$ cat src/rtl/alu_sequencer.sv
// Fetch/execute core: fetches 16-bit instructions, sequences a 4x8 register file through an external ALU.
// ALU op takes 4 cycles and other ops 3 (with 1-cycle imem), stalls in WAIT until imem_valid.
module alu_sequencer #(
  parameter int              PC_W     = 8,
  parameter logic [PC_W-1:0] RESET_PC = '0
) (
  input  logic            clk,
  input  logic            rst,
  input  logic            start,
  output logic            imem_req,
  output logic [PC_W-1:0] imem_addr,
  input  logic            imem_valid,
  input  logic [15:0]     imem_data,
  output logic [3:0]      alu_opcode,
  output logic [7:0]      alu_a,
  output logic [7:0]      alu_b,
  input  logic [7:0]      alu_out,
  input  logic [3:0]      alu_flag,
  output logic [PC_W-1:0] pc,
  output logic [3:0]      flags,
  output logic            halted,
  input  logic [1:0]      dbg_sel,
  output logic [7:0]      dbg_data
);

  typedef enum logic [2:0] {
    S_IDLE, S_FETCH, S_WAIT, S_EXEC, S_WB, S_HALT
  } state_t;

  localparam logic [3:0] OP_PARK = 4'hF;

  state_t          state;
  logic [15:0]     ir;
  logic [7:0]      regs [4];
  logic            armed;

  logic [3:0]      op;
  logic [1:0]      rd;
  logic [1:0]      rs;
  logic [7:0]      imm;
  logic [PC_W-1:0] pc_inc;
  logic [PC_W-1:0] target;
  logic            take_br;

  assign op        = ir[15:12];
  assign rd        = ir[11:10];
  assign rs        = ir[9:8];
  assign imm       = ir[7:0];
  assign pc_inc    = pc + PC_W'(1);
  assign target    = PC_W'(imm);
  assign imem_addr = pc;
  assign dbg_data  = regs[dbg_sel];

  always_comb begin
    take_br = 1'b0;
    case (op)
      4'h8:    take_br = flags[1];
      4'h9:    take_br = flags[3];
      4'hA:    take_br = flags[2];
      default: take_br = 1'b0;
    endcase
  end

  always_ff @(posedge clk or posedge rst) begin
    if (rst) begin
      state      <= S_IDLE;
      pc         <= RESET_PC;
      flags      <= '0;
      ir         <= '0;
      imem_req   <= 1'b0;
      alu_opcode <= OP_PARK;
      alu_a      <= '0;
      alu_b      <= '0;
      halted     <= 1'b0;
      armed      <= 1'b0;
      for (int i = 0; i < 4; i++) regs[i] <= '0;
    end else begin
      // start in the first cycle after reset release is not honoured
      armed <= 1'b1;
      case (state)
        S_IDLE: begin
          if (start && armed) begin
            state    <= S_FETCH;
            imem_req <= 1'b1;
          end
        end
        S_FETCH: begin
          imem_req <= 1'b0;
          state    <= S_WAIT;
        end
        S_WAIT: begin
          if (imem_valid) begin
            ir    <= imem_data;
            state <= S_EXEC;
            // operands are captured here so EXEC and WB present a stable ALU input
            if (imem_data[15:12] <= 4'h6) begin
              alu_opcode <= imem_data[15:12];
              alu_a      <= regs[imem_data[11:10]];
              alu_b      <= regs[imem_data[9:8]];
            end
          end
        end
        S_EXEC: begin
          if (op <= 4'h6) begin
            state <= S_WB;
          end else if (op == 4'hF) begin
            state  <= S_HALT;
            halted <= 1'b1;
          end else begin
            state    <= S_FETCH;
            imem_req <= 1'b1;
            case (op)
              4'h7: begin
                regs[rd] <= imm;
                pc       <= pc_inc;
              end
              4'h8, 4'h9, 4'hA: pc <= take_br ? target : pc_inc;
              4'hB:             pc <= target;
              default:          pc <= pc_inc;
            endcase
          end
        end
        S_WB: begin
          regs[rd]   <= alu_out;
          flags      <= alu_flag;
          pc         <= pc_inc;
          alu_opcode <= OP_PARK;
          state      <= S_FETCH;
          imem_req   <= 1'b1;
        end
        S_HALT: begin
          if (start) begin
            pc       <= RESET_PC;
            halted   <= 1'b0;
            state    <= S_FETCH;
            imem_req <= 1'b1;
          end
        end
        default: state <= S_IDLE;
      endcase
    end
  end

endmodule

$ cat config.mk
export PLATFORM = sky130hd
export DESIGN_NAME = alu_sequencer
export DESIGN_NICKNAME = d
export VERILOG_FILES = /design/src/rtl/alu_sequencer.sv
export SDC_FILE = /design/constraint.sdc
export NUM_CORES = 1
export LEC_CHECK = 0
export ABC_AREA = 0
export BUFFER_PORTS_ARGS = -buffer_cell sky130_fd_sc_hd__buf_2
export CORE_MARGIN = 10
export CORE_UTILIZATION = 56
export DETAILED_ROUTE_END_ITERATION = 7
export PLACE_DENSITY = 0.81
export SLEW_MARGIN = 20
export SYNTH_ARGS = -nofsm -noshare
export SYNTH_HDL_FRONTEND = slang
export SYNTH_SLANG_ARGS = --single-unit
$ cat constraint.sdc
create_clock -name clk -period 5.7 [get_ports clk]
set_clock_uncertainty 0.05 [all_clocks]
set_input_delay 0.57 -clock clk [delete_from_list [all_inputs] [get_ports clk]]
set_output_delay 0.57 -clock clk [all_outputs]
set_load 0.02 [all_outputs]
==> results of run 1 <==
-- final timing paths --
check,start,to,slack [ns]
worst max-delay path,state[1],alu_a[1],3.19
worst max register to register,state[1],alu_a[1],3.19
min in group clk,imem_data[1],ir[1],0.36
worst min-delay path,rst,alu_a[0],0.34
max in group asynchronous,rst,halted,4.73
worst min register to register,alu_opcode[3],alu_opcode[3],0.44
-- final cells by class --
| type | count | area share [%] |
|---|---|---|
| Clock buffer | 13 | 3.517 |
| Clock inverter | 3 | 1.407 |
| Inverter | 8 | 0.6512 |
| Multi-Input combinational cell | 245 | 38.94 |
| Sequential cell | 84 | 43.87 |
| Tap cell | 99 | 2.579 |
| Timing Repair Buffer | 85 | 9.039 |
-- worst min-delay path, delay by kind of cell --
family                 cells  cell delay [ns]
buffers and inverters      3             0.69
-- layout by cell type, fill, tap and decap left out, types with 6 or more instances in the layout --
cell type | netlist | routed
a21oi_1 | 28 | 28
buf_2 | 5 | 83
mux2_2 | 20 | 20
mux4_2 | 24 | 24
clkbuf_8 | 0 | 12
nand2_1 | 50 | 50
o21ai_0 | 25 | 25
dfrtp_1 | 80 | 80
mux2i_1 | 10 | 10
inv_1 | 8 | 7
and3_1 | 6 | 6
nor2_1 | 34 | 34
-- metrics by stage --
| stage | hold WS, ns | cell area [um2] | setup slack, ns | utilization [%] |
|---|---|---|---|---|
| 2_1_floorplan | 0.4092 | 4225 | 2.921 | - |
| 3_3_place_gp | 0.4325 | 4563 | 3.308 | 62.58 |
| 3_5_place_dp | 0.4344 | 4563 | 3.221 | 62.58 |
| 4_1_cts | 0.3518 | 4800 | 3.209 | 65.82 |
| 5_1_grt | 0.3630 | 4803 | 2.998 | 65.87 |
| 6_report | 0.3382 | 4803 | 3.191 | 65.87 |
-- layer usage --
metal / routed length (um) / up-vias / track usage (%)
met5: 0 / - / 0
met4: 128 / 0 / 7.640
met3: 648 / 13 / 4.970
met2: 5017 / 95 / 29.10
met1: 4017 / 1526 / 21.19
li1: - / 1437 / -
-- registers in the layout (all words and copies together) (netlist names), 3 cells and up --
signal,count
regs,32
ir,14
alu_a,8
alu_b,8
imem_addr,8
alu_opcode,4
flags,4
state,3
-- power breakdown --
| group | switching [mW] | leakage, nW | internal (mW) |
|---|---|---|---|
| logic | 0.642 | 1.05 | 0.491 |
| registers | 0.247 | 0.917 | 0.876 |
| clock network | 0.213 | 0.116 | 0.283 |
-- cells by family after synthesis --
family,after synthesis,synth area share [%]
mux,54,20.49
xor+xnor,2,0.4146
compound gates,76,10.99
fa+ha+maj,1,0.2961
other cells,1,0.08875
simple gates,111,11.85
buf+inv,41,6.011
flops,84,49.87
==> reports/qor.yml, run 1 <==
run_status:
  status: "complete, no violations"
synthesis:
  ys_seq_elements: 84
  synth_cell_types: 44
  synth.area.top_cells: "dfrtp_1 (47%), mux4_2 (13%), mux2_2 (5.3%)"
  synth_area_per_cell_um2: 11.42
  synthArstFlopShare_pct: 100.0
  yosysSeqAreaShare_pct: 49.87
  yosys_warnings: 0
  synth_edf_count: 0
  synth_area_um2: 4225
  synth_most_common_cell: "dfrtp_1"
  yosys.area.top_type: "dfrtp_1"
  postSynthCellCount: 370
  synth_common_cells: "dfrtp_1 (80), nand2_1 (50), nor2_1 (34), a21oi_1 (28), o21ai_0 (25)"
  synth_top_area_share_pct: 47.38
  ys_dominant_reg_cell: "dfrtp_1"
  synth_nets: 405
final_layout:
  final-seq-area_um2: 2107
  area_growth_syn_to_layout_pct: 13.68
  diodes: 0
  fillers: 596
  drive_gt1_share_pct: 35.39
  multi_input_area_um2: 1871
  nets: 468
  instances_no_fill: 537
drt:
  drcViolationCount: 0
  dr.pass1.iters: 5
  viasPerCell: 5.719
  first_iter_violations: 188
  drt-total-wl_um: 9811
  via_count: 3071
  drtAntennaViolNets: 0
  wl_per_cell_um: 18.27
die:
  die_area_um2: 11420
  die_x_um: 106.9
  die_h_um: 106.9
  initial_core_util_pct: 57.94
  core_um2: 7292
  std_cell_rows: 31
  pin_count: 84
place:
  hpwl_um: 6902
  numPortBuffers: 83
  dp.cells: 521
  gp_congestion: 0.8140
clocking:
  ctsLongestPathBuffers: 2
  cts_root_buf: "clkbuf_8"
  cts_hold_buffers: 0
  cts_resized: 0
  cts_tree: "done"
  clock_sinks: 84
  worstSkewPairLatency_ns: 0.36
  postCtsSetupBuffers: 0
  cts.clk_slew.worst_paths_ns: 0.08
  cts_htree_levels: 3
  cts_buffers: 9
setup_path:
  path_buf_inv: 1
  critPathLaunchType: "register"
  cpMaxStageDelayCell: "dfrtp_1"
  crit_cells: 5
  crit_type: "reg -> reg"
  cp_top_family: "simple AND/OR/NAND/NOR gates"
  r2r_cells: 5
  cpPeakStageDelay_ns: 0.53
  crit_path_end_kind: "register"
  cp.required_ns: 5.89
  path_max_fanout: 17
  cp.arrival_ns: 2.70
  cp_cell_sequence: "nor2b_1 -> nand2_1 -> a311oi_2 -> buf_4 -> mux2_2"
global_routing:
  grt_max_degree: 85
  antenna_found_initial: 0
  grt_pass1_vias: 3237
  grt_pass1_wl_um: 16170
  overflow: 0
  gr-usage-all-layers_pct: 17.65
power_and_ir_drop:
  peakVddDrop_mv: 0.2931
  p_leak_nw: 2.086
  power_density_nw_per_um2: 572.9
  power_mw: 2.752
timing:
  maxSlewHeadroom_pct: 29.94
  slew_viol_final: 0
  finalHoldViolations: 0
  fmax_mhz: 398.6
  setup_tns_ns: 0
  worst_pin_slew_ns: 1.044
  final.period_utilization_pct: 44.01
  setup_violations: 0
  rsz0062_at_grt: "false"
  fin_crit_ns: 2.509
worst_hold_path:
  hold_path.class: "in -> async"
run:
  drv_cap: 0
(Power assumes the default switching activity.)
==> run 2, diff against run 1 <==
Settings changed: CORE_UTILIZATION 56 to 55, PLACE_DENSITY 0.81 to 0.8.
Clock period 5.7 ns to 2.6 ns, I/O delays scaled along.
==> run 2 against run 1 <==
Effect of this change:
- sequential power is 120% higher
- utilization is 0.39 points lower
- routed wire length is 0.85% lower
- non-clock buffer count is 5 higher
- clock power is 90% higher
- worst hold slack worse by 0.28 ns
- cell count is 0.93% higher
- sequential share of layout area is 0.20 points lower
- register-to-register slack worse by 2.8 ns
- maximum frequency is 15% higher
- global-route usage is 0.46 points lower
- critical path type unchanged
- critical endpoint is now alu_b[6]
==> reports/qor.yml, run 2 (same netlist as run 1, synthesis figures left out) <==
setup_path:
  cp.arrival_ns: 2.37  # -0.33 ns
  cp_cell_sequence: "nor2b_1 -> nand2_1 -> a311oi_2 -> buf_12 -> mux2_2"
  crit_path_end_kind: "register"
  cp_top_family: "flip-flops"
  critPathLaunchType: "register"
  crit_cells: 5  # unchanged
  crit_type: "reg -> reg"
  cpMaxStageDelayCell: "dfrtp_1"
  path_max_fanout: 17  # unchanged
  cpPeakStageDelay_ns: 0.52  # about the same
  path_buf_inv: 1  # unchanged
  cp.required_ns: 2.79  # -3.10 ns
  r2r_cells: 5  # unchanged
final_layout:
  reg_top3: "regs: 32 flops, ir: 14 flops"
  largest_reg_flops: 32  # unchanged
  area_growth_syn_to_layout_pct: 14.21
  drive_gt1_share_pct: 36.12  # +0.73 points
  fin_util_pct: 65.48  # -0.39 points
  top_register: "regs"
  layout_commonest_cell: "buf_2"
  final_cell_mix: "buf_2 (83), dfrtp_1 (80), nand2_1 (50)"
  diodes: 0  # unchanged
  nets: 473  # +1.1%
timing:
  hold_ws_ns: 0.05485  # -0.2834 ns
  worst_pin_slew_ns: 0.6625  # -0.3814 ns
  slew_viol_final: 0  # unchanged
  rsz0062_at_grt: "false"
  setup_tns_ns: 0  # unchanged
  finalHoldViolations: 0  # unchanged
  final.period_utilization_pct: 83.90  # +40 points
  fmax_mhz: 458.4  # +15%
  fin_crit_ns: 2.181  # -0.3273 ns
  setup_violations: 0  # unchanged
  layout_setup_ws_ns: 0.4187  # -2.773 ns
  maxSlewHeadroom_pct: 55.83  # +26 points
drt:
  drcViolationCount: 0  # unchanged
  viasPerCell: 5.703  # -0.28%
  drtAntennaViolNets: 0  # unchanged
  first_iter_violations: 125  # -34%
  drt-total-wl_um: 9728  # -0.85%
  via_count: 3091  # +0.65%
  dr.pass1.iters: 5  # unchanged
  wl_per_cell_um: 17.95  # -1.8%
die:
  die_area_um2: 11590  # +1.5%
  pin_count: 84  # unchanged
  initial_core_util_pct: 57.33  # -0.61 points
  die_x_um: 107.7  # +0.73%
  std_cell_rows: 31  # unchanged
  die_h_um: 107.7  # +0.73%
  core_um2: 7370  # +1.1%
clocking:
  worstSkewPairLatency_ns: 0.35  # about the same
  cts_buffers: 9  # unchanged
  cts_tree: "done"
  cts_resized: 0  # unchanged
  ctsLongestPathBuffers: 2  # unchanged
  cts.clk_slew.worst_paths_ns: 0.09  # about the same
  cts_root_buf: "clkbuf_8"
  clock_sinks: 84  # unchanged
  cts_htree_levels: 3  # unchanged
  postCtsSetupBuffers: 0  # unchanged
power_and_ir_drop:
  p_leak_nw: 2.100  # +0.66%
  peakVddDrop_mv: 0.7069  # +140%
  power_mw: 5.907  # +110%
  power_density_nw_per_um2: 1224  # +110%
run:
  drv_cap: 0  # unchanged
run_status:
  status: "complete, no violations"
global_routing:
  antenna_found_initial: 0  # unchanged
  grt_pass1_wl_um: 15810  # -2.2%
  gr-usage-all-layers_pct: 17.19  # -0.46 points
  grt_pass1_vias: 3151  # -2.7%
  overflow: 0  # unchanged
  grt_max_degree: 60  # -29%
worst_hold_path:
  hold_path.class: "in -> reg"
  whs_path_depth: 3
place:
  hpwl_um: 7134  # +3.4%
  numPortBuffers: 83  # unchanged
  gp_congestion: 0.8611  # +5.8%
  dpl_worst_slack_ns: 0.4222  # -2.799 ns
==> run 2: cell count changes in the layout (fill, tap and decap cells not counted), sizes merged <==
| cell | previous run | this run |
|---|---|---|
| buf | 85 | 89 |
| bufinv | 2 | 1 |
| clkbuf | 13 | 9 |
| clkinv | 1 | 4 |
| dlygate4sd3 | 0 | 1 |
| inv | 7 | 9 |
==> run 2: power by group <==
part	internal, mW	switching, mW	leakage [nW]
Sequential	1.92	0.527	0.917
Combinational	1.11	1.41	1.08
Clock	0.449	0.490	0.100
==> run 2: what timing repair did <==
item                                    4_1_cts  5_1_grt
endpoints found under the setup margin        0        0
endpoints found under the hold margin        21        0
hold buffers                                  1        0
==> run 2: worst paths after layout <==
path                          startpoint            end  slack (ns)
setup / recovery                state[1]       alu_b[6]        0.42
hold / removal              imem_data[0]          ir[0]        0.05
setup reg to reg                state[1]       alu_b[6]        0.42
hold reg to reg            alu_opcode[3]  alu_opcode[3]        0.45
max in group asynchronous            rst   imem_addr[2]        1.43
min in group asynchronous            rst         ir[15]        0.41
==> run 2: cell type report <==
cell class	count	area, um2
clock buffer	9	123.9
clock inverter	7	73.82
fill	573	2544
inverter	8	31.28
multi-input combinational	245	1871
sequential	84	2107
tap	99	123.9
timing repair buffer	90	495.5
==> run 2: routing by layer <==
metal / share of wire (%) / track usage [%] / vias up
met5: 0 / 0 / -
met1: 43 / 21.31 / 1528
met3: 7.2 / 4.910 / 7
met4: 0.65 / 5.344 / 0
met2: 50 / 28.40 / 118
li1: - / - / 1438
==> run 2: stage by stage <==
step	cell area, um2	std cells
after CTS	4826	542
after global routing	4826	542
after floorplan	4225	370
after detailed placement	4618	525
after global placement	4618	525
final	4826	542
==> run 2: worst min-delay path, stage by stage <==
cell	delay [ns]
buf_2	0.08
nand2_1	0.04
nand2_1	0.04
==> run 3, diff against run 2 <==
Settings changed: CORE_UTILIZATION 55 to 50, PLACE_DENSITY 0.8 to 0.76.
Clock period 2.6 ns to 1.86 ns, I/O delays scaled along.
==> run 3 against run 2 <==
Effect of this change:
- sequential power up 40%
- count of clock-buffer cells in the layout unchanged
- via count is 6.5% higher
- cell area increased by 9.2%
- worst setup slack lost 0.39 ns
- largest cell class unchanged
- maximum frequency increased by 19%
- register-to-register slack worse by 0.39 ns
- worst hold slack worse by 0.024 ns
==> reports/qor.yml, run 3 (same netlist as run 1, synthesis figures left out) <==
clocking:
  cts_root_buf: "clkbuf_8"
  clock_sinks: 84  # unchanged
  worstSkewPairLatency_ns: 0.37  # +0.02 ns
  cts.clk_slew.worst_paths_ns: 0.09  # about the same
  cts_buffers: 9  # unchanged
  ctsLongestPathBuffers: 2  # unchanged
  cts_htree_levels: 3  # unchanged
  cts_tree: "done"
setup_path:
  cpMaxStageDelayCell: "a2111o_1"
  cpPeakStageDelay_ns: 0.47  # -0.05 ns
  cp.arrival_ns: 2.03  # -0.34 ns
  cp_cell_sequence: "inv_1 -> a2111o_1 -> o21ai_4 -> and4bb_2 -> a211o_1"
  crit_type: "reg -> reg"
  cp.required_ns: 2.06  # -0.73 ns
  critPathLaunchType: "register"
  path_max_fanout: 4  # -13
  crit_path_end_kind: "register"
global_routing:
  gr-usage-all-layers_pct: 16.72  # -0.48 points
  antenna_found_initial: 0  # unchanged
  overflow: 0  # unchanged
  grt_pass1_vias: 3423  # +8.6%
  grt_pass1_wl_um: 17110  # +8.2%
  grt_max_degree: 35  # -42%
place:
  gp_congestion: 0.8909  # +3.5%
  hpwl_um: 7363  # +3.2%
  numPortBuffers: 83  # unchanged
die:
  die_x_um: 111.9  # +4.0%
  std_cell_rows: 33  # +6.5%
  initial_core_util_pct: 51.42  # -5.9 points
  die_h_um: 111.9  # +4.0%
  die_area_um2: 12530  # +8.1%
  core_um2: 8217  # +11%
  pin_count: 84  # unchanged
timing:
  rsz0062_at_grt: "true"
  worst_pin_slew_ns: 0.5194  # -0.1432 ns
  fmax_mhz: 544.8  # +19%
  setup_violations: 0  # unchanged
  slew_viol_final: 0  # unchanged
  final.period_utilization_pct: 98.68  # +15 points
  maxSlewHeadroom_pct: 65.30  # +9.5 points
  setup_tns_ns: 0  # unchanged
  finalHoldViolations: 0  # unchanged
  fin_crit_ns: 1.835  # -0.3459 ns
drt:
  dr.pass1.iters: 4  # -1
  drcViolationCount: 0  # unchanged
  first_iter_violations: 164  # +31%
  drt-total-wl_um: 10270  # +5.6%
  viasPerCell: 5.656  # -0.82%
  drtAntennaViolNets: 0  # unchanged
  via_count: 3292  # +6.5%
  wl_per_cell_um: 17.65  # -1.7%
final_layout:
  multi_input_area_um2: 1918  # +2.5%
  top_register: "regs"
  nets: 507  # +7.2%
  layout_commonest_cell: "buf_2"
  diodes: 0  # unchanged
  final_cell_mix: "buf_2 (83), dfrtp_1 (79), nand2_1 (50)"
  area_growth_syn_to_layout_pct: 24.67
  reg_top3: "regs: 32 flops, ir: 14 flops"
  largest_reg_flops: 32  # unchanged
  final-seq-area_um2: 2108  # about the same
  drive_gt1_share_pct: 39.83  # +3.7 points
  fillers: 648  # +13%
  fin_util_pct: 64.11  # -1.4 points
power_and_ir_drop:
  p_leak_nw: 2.271  # +8.2%
  peakVddDrop_mv: 1.152  # +63%
  power_density_nw_per_um2: 1678  # +37%
run:
  drv_cap: 0  # unchanged
run_status:
  status: "complete, no violations"
worst_hold_path:
  hold_path.class: "in -> reg"
==> run 3: routing by layer <==
layer | global-route usage, % | vias to the layer above | share of wire (%)
li1 | - | 1521 | -
met1 | 20.66 | 1623 | 41
met2 | 27.39 | 126 | 50
met3 | 3.865 | 22 | 6.5
met4 | 7.198 | 0 | 2.6
met5 | 0 | - | 0
==> run 3: path summary, 6_finish.rpt <==
| check | from | endpoint | slack (ns) | depth (start not counted) |
|---|---|---|---|---|
| worst max-delay path | ir[15] | imem_addr[5] | 0.02 | 5 |
| worst min-delay path | imem_data[12] | ir[12] | 0.03 | 3 |
| worst max register to register | ir[15] | imem_addr[5] | 0.02 | 5 |
| worst min register to register | alu_opcode[3] | alu_opcode[3] | 0.44 | 2 |
| max in group asynchronous | rst | alu_a[1] | 0.86 | 4 |
| min in group asynchronous | rst | flags[0] | 0.38 | 3 |
==> run 3: area by class of cell <==
cell class                      instances  area share [%]
Clock buffer                            9           2.352
Clock inverter                          7           1.948
Inverter                                8          0.6413
Multi-Input combinational cell        245           36.41
Sequential cell                        84           40.02
Tap cell                              105           2.494
Timing Repair Buffer                  124           16.13
==> run 3: worst max-delay path, delay by kind of cell (launching register included) <==
family,cells,cell delay [ns]
flip-flops,1,0.41
AO/OA/AOI/OAI,3,0.93
buffers and inverters,1,0.09
AND/OR/NAND/NOR,1,0.25
==> run 3: power by group <==
group | switching (mW) | leakage, nW | internal [mW]
combinational | 2.07 | 1.24 | 1.84
clock | 0.731 | 0.111 | 0.776
sequential | 0.740 | 0.916 | 2.69
total | 3.54 | 2.27 | 5.30
==> run 3: what timing repair did <==
| action | in CTS | in global routing |
|---|---|---|
| hold buffers | 14 | 0 |
| endpoints found under the setup margin | 2 | 47 |
| pin swaps | 3 | 6 |
| resized for setup | 0 | 12 |
| buffers inserted | 1 | 0 |
| endpoints found under the hold margin | 27 | 0 |
==> run 3: stage by stage <==
| step | area, um2 | total power [mW] | hold WS [ns] | std cells | setup slack, ns |
|---|---|---|---|---|---|
| floorplan | 4229 | 6.002 | 0.2391 | 370 | 0.01352 |
| global placement | 4841 | 7.061 | 0.1890 | 551 | 0.05153 |
| detailed placement | 4841 | 7.232 | 0.1954 | 551 | -0.001735 |
| CTS | 5215 | 8.811 | 0.001982 | 582 | 0.01306 |
| global route | 5268 | 9.445 | 0.04354 | 582 | -0.03359 |
| finish | 5268 | 8.841 | 0.03045 | 582 | 0.02462 |
